--- src/rtl/edge_detector_mc.sv ---
// Multi-channel edge detector: per-channel synchroniser, optional debounce
// filter, rising/falling/both edge qualification, sticky pending/overrun
// flags and an OR-reduced interrupt.
// Optional feature: define EDGE_DET_FILTER_EN to enable the per-channel
// debounce counter (filter_len extra stable cycles before level follows).

module edge_det_ch #(
  parameter int SYNC_STAGES  = 2,
  parameter int FILTER_WIDTH = 4
) (
  input  logic                    clk,
  input  logic                    rst_n,
  input  logic                    din,
  input  logic [1:0]              mode,
  input  logic [FILTER_WIDTH-1:0] filter_len,
  input  logic                    clr,
  output logic                    level,
  output logic                    edge_detected,
  output logic                    edge_type,
  output logic                    pending,
  output logic                    overrun
);
  logic [SYNC_STAGES-1:0] sync;
  logic sync_out, level_d, rise, fall;

  // Synchroniser chain for the asynchronous pin
  always_ff @(posedge clk or negedge rst_n) begin
    if (!rst_n) sync <= '0;
    else        sync <= {sync[SYNC_STAGES-2:0], din};
  end
  assign sync_out = sync[SYNC_STAGES-1];

`ifdef EDGE_DET_FILTER_EN
  logic [FILTER_WIDTH-1:0] cnt;
  logic                    level_q;

  // Debounce: level only follows after filter_len+1 consecutive differing
  // samples. If filter_len drops below cnt mid-count, cnt wraps and retries.
  always_ff @(posedge clk or negedge rst_n) begin
    if (!rst_n) begin
      cnt     <= '0;
      level_q <= 1'b0;
    end else if (sync_out == level_q) begin
      cnt <= '0;
    end else if (cnt == filter_len) begin
      level_q <= sync_out;
      cnt     <= '0;
    end else begin
      cnt <= cnt + 1'b1;
    end
  end
  assign level = level_q;
`else
  logic unused_filter;
  assign unused_filter = ^filter_len;
  assign level = sync_out;
`endif

  // Previous level for edge extraction
  always_ff @(posedge clk or negedge rst_n) begin
    if (!rst_n) level_d <= 1'b0;
    else        level_d <= level;
  end

  assign rise          = level & ~level_d;
  assign fall          = ~level & level_d;
  assign edge_detected = (rise & mode[0]) | (fall & mode[1]);

  // Edge type capture and sticky flags; a new edge beats a same-cycle clear
  // for pending, while clear always wins for overrun.
  always_ff @(posedge clk or negedge rst_n) begin
    if (!rst_n) begin
      edge_type <= 1'b0;
      pending   <= 1'b0;
      overrun   <= 1'b0;
    end else begin
      if (edge_detected) edge_type <= rise;
      if (edge_detected) pending <= 1'b1;
      else if (clr)      pending <= 1'b0;
      if (clr)                          overrun <= 1'b0;
      else if (edge_detected & pending) overrun <= 1'b1;
    end
  end
endmodule

module edge_detector_mc #(
  parameter int CHANNELS     = 4,
  parameter int SYNC_STAGES  = 2,
  parameter int FILTER_WIDTH = 4
) (
  input  logic                    clk,
  input  logic                    rst_n,
  input  logic [CHANNELS-1:0]     data_in,
  input  logic [2*CHANNELS-1:0]   edge_mode,
  input  logic [FILTER_WIDTH-1:0] filter_len,
  input  logic [CHANNELS-1:0]     clr,
  output logic [CHANNELS-1:0]     level,
  output logic [CHANNELS-1:0]     edge_detected,
  output logic [CHANNELS-1:0]     edge_type,
  output logic [CHANNELS-1:0]     pending,
  output logic [CHANNELS-1:0]     overrun,
  output logic                    irq
);
  for (genvar i = 0; i < CHANNELS; i++) begin : g_ch
    edge_det_ch #(
      .SYNC_STAGES (SYNC_STAGES),
      .FILTER_WIDTH(FILTER_WIDTH)
    ) u_ch (
      .clk          (clk),
      .rst_n        (rst_n),
      .din          (data_in[i]),
      .mode         (edge_mode[2*i+1:2*i]),
      .filter_len   (filter_len),
      .clr          (clr[i]),
      .level        (level[i]),
      .edge_detected(edge_detected[i]),
      .edge_type    (edge_type[i]),
      .pending      (pending[i]),
      .overrun      (overrun[i])
    );
  end

  assign irq = |pending;
endmodule

--- config.mk ---
export PLATFORM = sky130hd
export DESIGN_NAME = edge_detector_mc
export DESIGN_NICKNAME = d
export VERILOG_FILES = /design/src/rtl/edge_detector_mc.sv
export SDC_FILE = /design/constraint.sdc
export NUM_CORES = 1
export LEC_CHECK = 0
export CAP_MARGIN = 20
export CORE_UTILIZATION = 26
export DETAILED_ROUTE_END_ITERATION = 8
export SLEW_MARGIN = 15
export SYNTH_ARGS = -nofsm -noshare
export SYNTH_HDL_FRONTEND = slang
export SYNTH_SLANG_ARGS = --single-unit
export TNS_END_PERCENT = 30
--- constraint.sdc ---
create_clock -name clk -period 1 [get_ports clk]
set_input_delay 0.2 -clock clk [delete_from_list [all_inputs] [get_ports clk]]
set_output_delay 0.2 -clock clk [all_outputs]
set_load 0.01 [all_outputs]
==> flow_summary.yaml <==
routing:
  drtAntennaViolNets: 0
  first_iter_violations: 5
  wl_um: 1890
  dr.pass1.iters: 4
  vias_per_cell: 4.13
  wl_per_cell_um: 10.4
  remaining_drc_errors: 0
  route.vias.total: 747
sta:
  relSlewSlack_pct: 89.5
  tightest_slew_ps: 157
  fmax_ghz: 0.665
  fin_tns_setup_ps: -2740
  finalHoldViolCount: 0
  hold_slack_ps: 274
  finClkSkew_ps: 0.479
  rsz0062_at_grt: "yes"
  setup_violations: 16
  final.setup.worst_slack_ps: -503
  min_period_over_period_pct: 150
  min_period_ps: 1500
  slew_viol_final: 0
clock_tree:
  clock_latency_ps: 260
  cts_hold_buf: 0
  cts_buffers: 3
  clk_pin_slew_ps: 80
  htreeDepth: 1
  cts-root-buf: "clkbuf_8"
  cts_buffer_depth: 2
  clock-sinks: 24
  tritoncts: "yes"
synthesis:
  async_reset_ff_share_pct: 100
  yosysUniqueCellTypes: 12
  yosys_register_bits: 24
  yosys_warnings: 0
  syn_nets: 115
  synth_most_common_cell: "dfrtp_1"
  synthCells: 93
  yosysTopAreaCellShare_pct: 60.1
  syn_area_um2: 1000
  synth_ff_type: "dfrtp_1"
  yosys.area.top_type: "dfrtp_1"
  synth.yosys.seq_area_share_pct: 60.1
  synth_edf_count: 0
  synthTopCellsByArea: "dfrtp_1, buf_4, inv_1, a21oi_1, nand2_1"
  synth_common_cells: "dfrtp_1, buf_4, inv_1"
  avgSynthCellArea_um2: 10.7
setup_path:
  worstPathMaxFanout: 2
  worstPathCellList: "or4_4 -> buf_6"
  cpPeakStageDelay_ps: 510
  crit_path_end_kind: "output port"
  cp.arrival_ps: 1300
  critPathSlowestCell: "or4_4"
  timing.rr.start: "g_ch[3].u_ch.level_d$_DFF_PN0_"
  required_ps: 800
  cp-start-kind: "flop"
  r2r_end: "g_ch[3].u_ch.overrun$_DFFE_PN0P_"
  crit_type: "flop to output port"
  critPathBufInv: 1
  crit_family: "simple AND/OR/NAND/NOR gates"
  cp.depth: 2
  rr_worst_depth: 5
  regToRegSetupSlack_ps: -40
power:
  p_total_w: 0.00212
  ir_drop_mv: 0.525
  net-switching-power_w: 0.000520
  clockPowerShare_pct: 26.6
  combPwrFrac_pct: 22.0
  share_seq_of_total_power_pct: 51.4
  internal-power_w: 0.00160
  powerDensity_nw_per_um2: 1400
  sw_frac_of_total_pct: 24.6
  leakage_nw: 0.746
job:
  cap_viol_max_count: 0
run_status:
  status: "finished, violations left"
  violations: "setup timing"
layout:
  areaGrowthSynthToFinish_pct: 50.7
  layout.filler_cells: 389
  final_nets: 157
  n_antenna_cell: 0
  utilization_pct: 41.1
  finalInstanceArea_um2: 1510
  drive_gt1_share_pct: 36.8
place:
  globalplace.congestion: 0.611
  dpl_cell_area_um2: 1430
  hpwl_um: 1330
  portBuffers: 38
floorplan:
  fp.dieArea_um2: 4100
  start_util_pct: 27.3
  die_w_um: 64.0
  rows: 22
  io_pins: 43
  fp.dieH_um: 64.0
  core_um2: 3660
global_route:
  antenna_found_initial: 0
  grt_use_total_pct: 9.67
  grt_pass1_wl_um: 3070
  grt-ovfl-total: 0
  grt_pass1_vias: 779
  grt_start_max_net_pins: 25
min_path:
  hp-class: "input pin to async pin"
[per-layer routing]
metal / share of wire (%) / track usage (%) / routed length, um
met1: 42 / 11.3 / 791
met2: 49 / 16.8 / 922
met3: 7.9 / 2.68 / 150
met4: 1.3 / 3.41 / 25
met5: 0 / 0 / 0
[worst max path at each step]
| stage | slack (ps) | end | start |
|---|---|---|---|
| 3_3_place_gp | -680 | edge_detected[3] | edge_mode[7] |
| 6_report | -500 | irq | g_ch[1].u_ch.pending$_DFFE_PN0P_ |
| 5_1_grt | -540 | irq | g_ch[2].u_ch.pending$_DFFE_PN0P_ |
| 3_5_place_dp | -690 | edge_detected[2] | edge_mode[5] |
| 2_1_floorplan | -100 | irq | g_ch[1].u_ch.pending$_DFFE_PN0P_ |
| 4_1_cts | -520 | irq | g_ch[2].u_ch.pending$_DFFE_PN0P_ |
[cell type report]
cell class | instances | area (um2) | area share [%]
clock buffers | 3 | 41.3 | 2.74
inverters | 12 | 45.0 | 2.99
multi-input cells | 37 | 235 | 15.6
flip-flops and latches | 24 | 601 | 39.9
well taps | 48 | 60.1 | 3.99
repair buffers | 57 | 524 | 34.8
[through the flow]
stage | instances | worst slack (ps)
6_report | 181 | -503
5_1_grt | 181 | -542
4_1_cts | 181 | -515
3_5_place_dp | 175 | -687
3_3_place_gp | 175 | -679
2_1_floorplan | 93 | -103
[layout by cell type (no fill, tap or decap), types with 3 or more instances in the layout]
cell,n
dfrtp_1,24
buf_6,19
clkdlybuf4s50_1,17
inv_1,12
buf_2,12
a21oi_1,8
buf_4,8
nand2_1,7
nand3b_1,4
o21a_1,4
o22ai_2,4
nor2_1,4
nand2b_1,3
clkbuf_8,3
[state kept, by name (all words and copies together), names as in the netlist]
register             flops
g_ch.u_ch.overrun        4
g_ch.u_ch.sync           8
g_ch.u_ch.pending        4
g_ch.u_ch.edge_type      4
g_ch.u_ch.level_d        4
[repair_timing]
action,4_1_cts,5_1_grt
endpoints found under the setup margin,22,27
endpoints found under the hold margin,0,0
pin swaps,3,3
setup buffers,3,3
gates resized for setup,104,6
[power groups by stage]
stage / Combinational [W] / Clock (W) / Sequential (W)
2_1_floorplan: 0.000217 / 0 / 0.00110
6_report: 0.000465 / 0.000562 / 0.00109
3_5_place_dp: 0.000454 / 0 / 0.00110
3_3_place_gp: 0.000448 / 0 / 0.00110
5_1_grt: 0.000509 / 0.000620 / 0.00110
4_1_cts: 0.000462 / 0.000588 / 0.00109
[kinds of logic after synthesis]
family | Yosys count | synth area share [%]
compound gates | 16 | 9.51
simple gates | 21 | 10.9
buf+inv | 32 | 19.5
flops | 24 | 60.1
No activity file was read; power rests on OpenSTA's default activity.
